===== src/rtl/branch_cond_unit.sv =====
// branch_cond_unit
//   Branch resolve stage with a 2-bit saturating-counter branch history table.
//   Compares rs1/rs2, evaluates the funct3 branch condition, registers the
//   result (1-cycle latency) and trains the counter indexed by pc_ex.
//   A separate combinational lookup port predicts for the fetch PC.
//
// Ports
//   clk, rst_n       clock, synchronous active-low reset
//   en, flush        stage enable (0 = stall), kill current resolve
//   valid_i          resolve request valid
//   Branch, funct3   conditional-branch flag and condition code
//   rs1, rs2         compare operands
//   pc_ex            PC of the resolving instruction (table update index)
//   pred_taken_i     prediction fetch made for this instruction
//   pc_if            fetch PC (table lookup index)
//   predict_taken    combinational lookup, MSB of counter[idx(pc_if)]
//   valid_o, passcond, taken_o, mispredict, illegal, Flags  registered results
module branch_cond_unit #(
    parameter int unsigned XLEN      = 32,
    parameter int unsigned BHT_DEPTH = 16,
    parameter int unsigned IDX_LSB   = 2
) (
    input  logic            clk,
    input  logic            rst_n,
    input  logic            en,
    input  logic            flush,
    input  logic            valid_i,
    input  logic            Branch,
    input  logic [2:0]      funct3,
    input  logic [XLEN-1:0] rs1,
    input  logic [XLEN-1:0] rs2,
    input  logic [XLEN-1:0] pc_ex,
    input  logic            pred_taken_i,
    input  logic [XLEN-1:0] pc_if,
    output logic            predict_taken,
    output logic            valid_o,
    output logic [1:0]      passcond,
    output logic            taken_o,
    output logic            mispredict,
    output logic            illegal,
    output logic [3:0]      Flags
);

    localparam int unsigned IW = (BHT_DEPTH > 1) ? $clog2(BHT_DEPTH) : 1;

    typedef enum logic [2:0] {
        F3_BEQ  = 3'b000,
        F3_BNE  = 3'b001,
        F3_BLT  = 3'b100,
        F3_BGE  = 3'b101,
        F3_BLTU = 3'b110,
        F3_BGEU = 3'b111
    } funct3_e;

    logic [1:0]    bht [BHT_DEPTH];

    logic [XLEN:0] diff;
    logic          flag_n, flag_z, flag_c, flag_v, ge;
    logic          cond, legal, accept, update;
    logic [IW-1:0] idx_if, idx_ex;

    // Only the index field of each PC is consumed.
    logic          unused_pc_bits;
    assign unused_pc_bits = ^{pc_if, pc_ex};

    assign idx_if = pc_if[IDX_LSB +: IW];
    assign idx_ex = pc_ex[IDX_LSB +: IW];

    // Register-read semantics: a same-cycle update to this index is not
    // visible until the following cycle.
    assign predict_taken = bht[idx_if][1];

    always_comb begin
        diff   = {1'b0, rs1} - {1'b0, rs2};
        flag_n = diff[XLEN-1];
        flag_z = (diff[XLEN-1:0] == '0);
        flag_c = ~diff[XLEN];
        flag_v = (rs1[XLEN-1] != rs2[XLEN-1]) & (diff[XLEN-1] != rs1[XLEN-1]);
        ge     = (flag_n == flag_v);
    end

    always_comb begin
        cond  = 1'b0;
        legal = 1'b1;
        case (funct3)
            F3_BEQ:  cond = flag_z;
            F3_BNE:  cond = ~flag_z;
            F3_BLT:  cond = ~ge;
            F3_BGE:  cond = ge;
            F3_BLTU: cond = ~flag_c;
            F3_BGEU: cond = flag_c;
            default: legal = 1'b0;
        endcase
    end

    assign accept = valid_i & en & ~flush;
    assign update = accept & Branch & legal;

    always_ff @(posedge clk) begin
        if (!rst_n) begin
            for (int unsigned i = 0; i < BHT_DEPTH; i++) begin
                bht[i] <= 2'b01;
            end
        end else if (update) begin
            if (cond && bht[idx_ex] != 2'b11) begin
                bht[idx_ex] <= bht[idx_ex] + 2'b01;
            end else if (!cond && bht[idx_ex] != 2'b00) begin
                bht[idx_ex] <= bht[idx_ex] - 2'b01;
            end
        end
    end

    always_ff @(posedge clk) begin
        if (!rst_n) begin
            valid_o    <= 1'b0;
            passcond   <= 2'b00;
            taken_o    <= 1'b0;
            mispredict <= 1'b0;
            illegal    <= 1'b0;
            Flags      <= '0;
        end else if (flush) begin
            // passcond, taken_o and Flags deliberately hold
            valid_o    <= 1'b0;
            mispredict <= 1'b0;
            illegal    <= 1'b0;
        end else if (en) begin
            if (valid_i) begin
                valid_o <= 1'b1;
                Flags   <= {flag_n, flag_z, flag_c, flag_v};
                if (Branch && legal) begin
                    passcond   <= {2{cond}};
                    taken_o    <= cond;
                    mispredict <= cond ^ pred_taken_i;
                    illegal    <= 1'b0;
                end else begin
                    // non-branch and reserved-code branch resolve as not taken
                    passcond   <= 2'b11;
                    taken_o    <= 1'b0;
                    mispredict <= pred_taken_i;
                    illegal    <= Branch;
                end
            end else begin
                valid_o    <= 1'b0;
                mispredict <= 1'b0;
                illegal    <= 1'b0;
            end
        end
    end

endmodule


===== config.mk =====
export PLATFORM = sky130hd
export DESIGN_NAME = branch_cond_unit
export DESIGN_NICKNAME = d
export VERILOG_FILES = /design/src/rtl/branch_cond_unit.sv
export SDC_FILE = /design/constraint.sdc
export NUM_CORES = 1
export LEC_CHECK = 0
export ABC_AREA = 1
export CAP_MARGIN = 20
export CORE_MARGIN = 5
export CORE_UTILIZATION = 45
export DETAILED_ROUTE_END_ITERATION = 10
export HOLD_SLACK_MARGIN = 0.12
export PLACE_DENSITY = 0.76
export RECOVER_POWER = 25
export SETUP_SLACK_MARGIN = 0.1
export SLEW_MARGIN = 10
export SYNTH_ARGS = -nofsm -noshare
export SYNTH_HDL_FRONTEND = slang
export SYNTH_SLANG_ARGS = --single-unit

===== constraint.sdc =====
create_clock -name clk -period 5.1 [get_ports clk]
set_input_delay 0.765 -clock clk [delete_from_list [all_inputs] [get_ports clk]]
set_output_delay 0.765 -clock clk [all_outputs]
set_load 0.01 [all_outputs]

==> key figures, run 1 <==
Outcome
  – Status: complete, no violations

Floorplan
  – Die H: 117 um
  – Die ar.: 13700 um^2
  – Initial Util: 0.456
  – # rows: 39
  – Die X: 117 um
  – Top Ports: 149
  – CORE AREA: 11300 um^2

Timing
  – RSZ-0062 raised after global routing: no
  – Setup TNS: 0 ns
  – Final Cycle Share: 0.908
  – Max Clk Rate: 216 MHz
  – Max-slew violation count: 0
  – Headroom to the max-slew limit: 0.338
  – Hold Vio Cnt, Final: 0
  – Hold WS: 0.462 ns
  – Tmin final: 4.63 ns
  – Actual slew at the worst max-slew pin: 0.994 ns
  – Endpoints failing setup: 0
  – Skew final: 0.00325 ns

Setup path
  – CP Class: input port to flip-flop
  – CP peak stage delay: 0.54 ns
  – CP Capture Type: flip-flop
  – Slowest CP cell: fa_1
  – Most used cell along the critical path: nand2_1
  – Critical path peak fanout: 32
  – Critical Path Source Type: input port
  – Crit path DAT: 4.62 ns
  – CP required: 5.09 ns
  – Worst Setup SP: rs2[12]
  – Worst flop-to-flop path startpoint: bht[0][0]$_SDFFCE_PN1P_

Clocking
  – CTS Buf Count: 5
  – Post-cts gate resize count: 0
  – Cts hold-fix bufs: 0
  – Worst skew pair latency: 0.27 ns
  – Clk slew on worst S/H paths: 0.06 ns
  – TritonCTS sink count: 41
  – Root Driver: clkbuf_16
  – Clk buf depth: 2
  – TritonCTS clock tree: built
  – CTS H-Tree Depth: 2
  – Post-CTS setup buffers: 0

Power
  – Tot Pwr: 0.00127 W
  – P_leak: 3.68 nW
  – Pwr dens: 187 nW/um^2
  – Worst vdd ir: 186 uV

Hold path
  – Worst min-delay path startpoint: valid_o$_SDFFE_PP0P_
  – Hold WC Path Type: flip-flop to flip-flop

Cells and area
  – # fillers: 1141
  – Layout Nets: 1215
  – Design Area, Final: 6770 um^2
  – Share of cells above drive strength 1: 0.0805
  – Diode count: 0
  – Finished Layout Cells: 1186
  – Synth-to-Final Area Change: 31.1%

Logic synthesis
  – Synthesized cell area: 5160 um^2
  – Async SR Flop Fraction: 0
  – Ys Warns: 0
  – Seq/Total Area, Yosys: 0.221
  – Synth Area per Inst: 5.69 um^2
  – Register bit total from synthesis: 41
  – Synth Instances: 907
  – Unique cell type count in the Yosys netlist: 33
  – EDFF count, synth: 32
  – Post-Synthesis Net Count: 1079
  – Main synth FF type: edfxtp_1

Drt
  – DRC: 0
  – DRT iter0 DRCs: 319
  – Via count: 5714
  – Via density: 4.82
  – Post-route ant nets: 0
  – Drt wl/cell: 11.0 um
  – Post-Route WL: 13.1 mm
  – TritonRoute pass-1 iters: 5

Placement
  – Gpl congestion: 0.937
  – # port buffers: 92
  – Placed inst area: 6590 um^2
  – Placed insts: 1179
  – Detail Placement HPWL: 11.0 mm

Global routing
  – Global route total overflow: 0
  – GRT Overall Usage: 0.193
  – Largest net degree at the start of global routing: 33
  – First-pass GRT wire length: 21.7 mm
  – Initial antenna violation count: 0
  – Vias in the first global route: 5206

Run
  – MaxCap Viol Count: 0
-- sequential cells by signal, indices dropped and copies added, names as in the netlist --
signal,flops
taken_o,1
bht,32
valid_o,1
passcond,1
Flags,4
mispredict,1
illegal,1
-- layout by cell type (no fill, tap or decap), types with 2 or more instances in the layout --
master | synthesis | routed
buf_4 | 1 | 47
clkdlybuf4s50_1 | 0 | 80
buf_12 | 0 | 2
nand2_1 | 327 | 323
nand2_2 | 7 | 11
a22oi_1 | 16 | 16
o21ai_0 | 16 | 16
nand4_1 | 32 | 32
ha_1 | 32 | 31
nor3_1 | 8 | 7
inv_1 | 192 | 191
edfxtp_1 | 32 | 32
clkbuf_1 | 8 | 2
fa_1 | 2 | 2
a21oi_2 | 2 | 2
a21oi_1 | 27 | 27
xor2_1 | 3 | 3
dfxtp_1 | 9 | 9
nor2_1 | 97 | 96
nand3_1 | 64 | 64
mux2i_1 | 4 | 4
nor2_2 | 7 | 8
clkbuf_16 | 0 | 5
o211ai_1 | 5 | 5
dlygate4sd3_1 | 0 | 12
-- cell usage after synthesis, drive strengths merged (2+ instances only) --
cell type	count	area share
ha	32	0.078
inv	192	0.14
o21ai	17	0.016
buf	7	0.012
o211ai	5	0.0073
nor2	104	0.079
nand4	32	0.039
clkbuf	8	0.0058
dfxtp	9	0.035
a22oi	16	0.023
nand2	334	0.25
nor3	8	0.0078
edfxtp	32	0.19
xor2	3	0.0051
mux2i	4	0.0078
fa	2	0.0078
a21oi	29	0.030
nand3	64	0.062
-- routing by layer --
layer  wire length [um]  share of wire  track usage  vias up
met5                  0              0            0        -
met4                296          0.023       0.0528        0
met3                768          0.059       0.0252       24
met2               6170           0.47        0.348      162
met1               5830           0.45        0.241     2427
li1                   -              -            -     3101
-- worst max-delay path, delay by kind of cell --
| kind | cells | cell delay (ns) |
|---|---|---|
| adder cells (fa/ha/maj) | 2 | 0.87 |
| AO/OA/AOI/OAI | 1 | 0.07 |
| buffers and inverters | 5 | 0.79 |
| AND/OR/NAND/NOR | 23 | 2.11 |
-- power by group --
| part | total, W | switching [W] | leakage [nW] | internal [W] |
|---|---|---|---|---|
| Clock | 0.000341 | 0.000115 | 0.0797 | 0.000227 |
| Sequential | 0.000370 | 0.00000372 | 0.352 | 0.000367 |
| Combinational | 0.000556 | 0.000313 | 3.25 | 0.000243 |
| Total | 0.00127 | 0.000432 | 3.68 | 0.000836 |
-- metrics by stage --
step | utilization | worst slack, ns
after floorplan | - | 1.04
after global placement | 0.582 | 0.153
after detailed placement | 0.582 | 0.109
after CTS | 0.596 | 0.378
after global routing | 0.598 | 0.0153
final | 0.598 | 0.471
-- area by class of cell --
| cell class | instances | area (um^2) | share of cell area |
|---|---|---|---|
| inverters | 193 | 724 | 0.107 |
| clock inverters | 2 | 35.0 | 0.00517 |
| multi-input cells | 658 | 3240 | 0.478 |
| repair buffers | 144 | 1330 | 0.196 |
| clock buffers | 5 | 125 | 0.0185 |
| well taps | 143 | 179 | 0.0264 |
| flip-flops and latches | 41 | 1140 | 0.169 |
-- worst paths after layout --
check | endpoint | slack [ns] | cells past startpoint
worst max-delay path | bht[4][1]$_SDFFCE_PN0P_ | 0.47 | 31
worst min-delay path | valid_o$_SDFFE_PP0P_ | 0.46 | 2
worst max register to register | bht[4][1]$_SDFFCE_PN0P_ | 2.89 | 11
worst min register to register | valid_o$_SDFFE_PP0P_ | 0.46 | 2
-- cell families after synthesis --
logic type	synth area share
AOI/OAI and AO/OA	0.0807
xor gates and xnor gates	0.00678
adders and majority gates	0.0853
buffers and inverters	0.158
DFF	0.221
muxes	0.00993
and+or+nand+nor	0.438
(Power assumes the default switching activity.)
==> run 2, diff against run 1 <==
--- a/config.mk
+++ b/config.mk
@@ -6,9 +6,9 @@
 export NUM_CORES = 1
 export LEC_CHECK = 0
 export ABC_AREA = 1
-export CAP_MARGIN = 20
-export CORE_MARGIN = 5
+export CORE_MARGIN = 1.5
 export CORE_UTILIZATION = 45
+export CTS_BUF_LIST = sky130_fd_sc_hd__clkbuf_16
 export DETAILED_ROUTE_END_ITERATION = 10
 export HOLD_SLACK_MARGIN = 0.12
 export PLACE_DENSITY = 0.76
==> run 2 against run 1 <==
  * Non-clock buffer count grew 2
  * Cell count is the same
  * Sequential share of layout area shrank 0.062 points
  * Via count grew 1.1%
  * Clock-buffer cell count is the same
  * Combinational power grew 0.7%
  * First-iteration DRC count grew 4.1%
  * Worst hold slack lost 0.00089 ns
  * Core utilization grew 1.8 points
  * Maximum frequency shrank 0.86%
  * Largest power group unchanged
==> key figures, run 2 (same netlist as run 1, synthesis figures left out) <==
Outcome
  – Status: complete, no violations

Setup path
  – Crit path DAT: 4.65 ns (+0.03 ns)
  – Critical path peak fanout: 32 (unchanged)
  – CP Capture Type: flip-flop
  – Slowest CP cell: fa_1
  – Crit path max-delay family: simple AND/OR/NAND/NOR gates
  – CP Class: input port to flip-flop
  – CP peak stage delay: 0.53 ns (about the same)
  – Worst R2R Path Depth: 11 (unchanged)
  – CP required: 5.08 ns (about the same)
  – WP buf/inv: 5 (unchanged)
  – CP Depth: 31 (unchanged)
  – Critical Path Source Type: input port
  – Most used cell along the critical path: nand2_1

Clocking
  – Post-cts gate resize count: 0 (unchanged)
  – TritonCTS sink count: 41 (unchanged)
  – Clk buf depth: 2 (unchanged)
  – Root Driver: clkbuf_16
  – CTS Buf Count: 5 (unchanged)
  – CTS H-Tree Depth: 2 (unchanged)
  – TritonCTS clock tree: built
  – Worst skew pair latency: 0.28 ns (about the same)
  – Post-CTS setup buffers: 0 (unchanged)
  – Cts hold-fix bufs: 0 (unchanged)
  – Clk slew on worst S/H paths: 0.06 ns (about the same)

Timing
  – Headroom to the max-slew limit: 0.281 (-0.0566)
  – Max Clk Rate: 214 MHz (-0.86%)
  – RSZ-0062 raised after global routing: no
  – Max-slew violation count: 0 (unchanged)
  – Skew final: 0.00292 ns (-0.000338 ns)
  – Final Cycle Share: 0.916 (+0.00783)
  – Tmin final: 4.67 ns (+0.0399 ns)
  – Endpoints failing setup: 0 (unchanged)
  – Setup TNS: 0 ns (unchanged)
  – Hold Vio Cnt, Final: 0 (unchanged)
  – Actual slew at the worst max-slew pin: 1.08 ns (+0.0849 ns)

Cells and area
  – Largest register FFs: 32 (unchanged)
  – Commonest cells after routing, fill and taps aside: nand2_1 (326), inv_1 (191), nor2_1 (96)
  – # fillers: 1086 (-4.8%)
  – Synth-to-Final Area Change: 31.6%
  – Layout Nets: 1217 (+0.16%)
  – Commonest non-fill, non-tap cell in the layout: nand2_1
  – Design Area, Final: 6800 um^2 (+0.37%)
  – Share of cells above drive strength 1: 0.0784 (-0.00214)
  – Diode count: 0 (unchanged)
  – Largest regs: bht (32), Flags (4)
  – Finished Layout Cells: 1186 (unchanged)
  – Reg with most FFs: bht

Global routing
  – First-pass GRT wire length: 22.0 mm (+1.4%)
  – Initial antenna violation count: 0 (unchanged)
  – Largest net degree at the start of global routing: 33 (unchanged)
  – Vias in the first global route: 5132 (-1.4%)
  – GRT Overall Usage: 0.225 (+0.0321)
  – Global route total overflow: 0 (unchanged)

Floorplan
  – Top Ports: 149 (unchanged)
  – # rows: 38 (-2.6%)
  – Die X: 110 um (-6.0%)
  – Die ar.: 12100 um^2 (-12%)
  – Die H: 110 um (-6.0%)
  – Initial Util: 0.468 (+0.0120)
  – CORE AREA: 11000 um^2 (-2.6%)

Power
  – P_int: 0.000889 W (+6.3%)
  – Worst vdd ir: 128 uV (-31%)
  – Pwr dens: 197 nW/um^2 (+5.0%)
  – Switching share of power: 0.334 (-0.00599)
  – P_leak: 3.70 nW (+0.53%)
  – Comb pwr share: 0.419 (-0.020)
  – NetSw: 0.000447 W (+3.5%)
  – Reg power frac: 0.277 (-0.015)
  – Clk pwr share: 0.303 (+0.034)

Drt
  – TritonRoute pass-1 iters: 5 (unchanged)
  – DRT iter0 DRCs: 332 (+4.1%)
  – Post-route ant nets: 0 (unchanged)
  – Drt wl/cell: 11.1 um (+1.2%)
  – DRC: 0 (unchanged)
  – Post-Route WL: 13.2 mm (+1.2%)
  – Via density: 4.87 (+1.1%)
  – Via count: 5779 (+1.1%)

Placement
  – Placed insts: 1178 (-0.085%)
  – Gpl congestion: 0.891 (-4.9%)
  – # port buffers: 92 (unchanged)
  – Detail Placement HPWL: 10.9 mm (-0.95%)
  – Placed inst area: 6600 um^2 (+0.17%)

Hold path
  – Hold WC Path Type: flip-flop to flip-flop
  – Hold-critical path depth: 2 (unchanged)

Run
  – MaxCap Viol Count: 0 (unchanged)
-- run 2: cell count changes in the layout (fill, tap and decap cells not counted), sizes merged --
cell / before / now
bufinv: 1 / 2
buf: 49 / 51
-- run 2: area by class of cell --
type / count / area (um^2) / area share
clock buffers: 5 / 125 / 0.0184
clock inverters: 3 / 65.1 / 0.00957
inverters: 193 / 724 / 0.107
multi-input cells: 658 / 3220 / 0.474
flip-flops and latches: 41 / 1140 / 0.168
well taps: 140 / 175 / 0.0258
repair buffers: 146 / 1340 / 0.197
-- run 2: path summary, 6_finish.rpt --
kind | slack, ns | start | endpoint
worst max-delay path | 0.43 | rs2[10] | bht[4][1]$_SDFFCE_PN0P_
worst min register to register | 0.46 | illegal$_SDFFE_PP0P_ | illegal$_SDFFE_PP0P_
worst min-delay path | 0.46 | illegal$_SDFFE_PP0P_ | illegal$_SDFFE_PP0P_
worst max register to register | 2.84 | bht[12][0]$_SDFFCE_PN1P_ | bht[4][1]$_SDFFCE_PN0P_
-- run 2: power by group through the flow --
stage	clock, W	sequential [W]	combinational (W)
floorplan	0	0.000378	0.000338
global placement	0	0.000377	0.000548
detailed placement	0	0.000378	0.000555
CTS	0.000406	0.000371	0.000559
global route	0.000418	0.000371	0.000634
finish	0.000405	0.000371	0.000560
-- run 2: per-stage QoR --
step | total power (W) | utilization | worst slack, ns | hold slack, ns
3_3_place_gp | 0.000925 | 0.598 | 0.128 | 0.452
2_1_floorplan | 0.000715 | - | 1.04 | 0.484
3_5_place_dp | 0.000933 | 0.598 | 0.0621 | 0.459
5_1_grt | 0.00142 | 0.616 | 0.0678 | 0.479
6_report | 0.00134 | 0.616 | 0.431 | 0.462
4_1_cts | 0.00134 | 0.615 | 0.350 | 0.467
-- run 2: routing by layer --
layer,vias to the layer above,track usage,wire [um]
met3,12,0.0253,727
met4,0,0.0311,113
met5,-,0,0
met2,154,0.407,6330
li1,3110,-,-
met1,2503,0.294,6050
-- run 2: tightest hold or removal path, delay by kind of cell (launching register included) --
| kind | cells | cell delay [ns] |
|---|---|---|
| DFF | 1 | 0.30 |
| AOI/OAI and AO/OA | 1 | 0.07 |
| buffers and inverters | 1 | 0.04 |
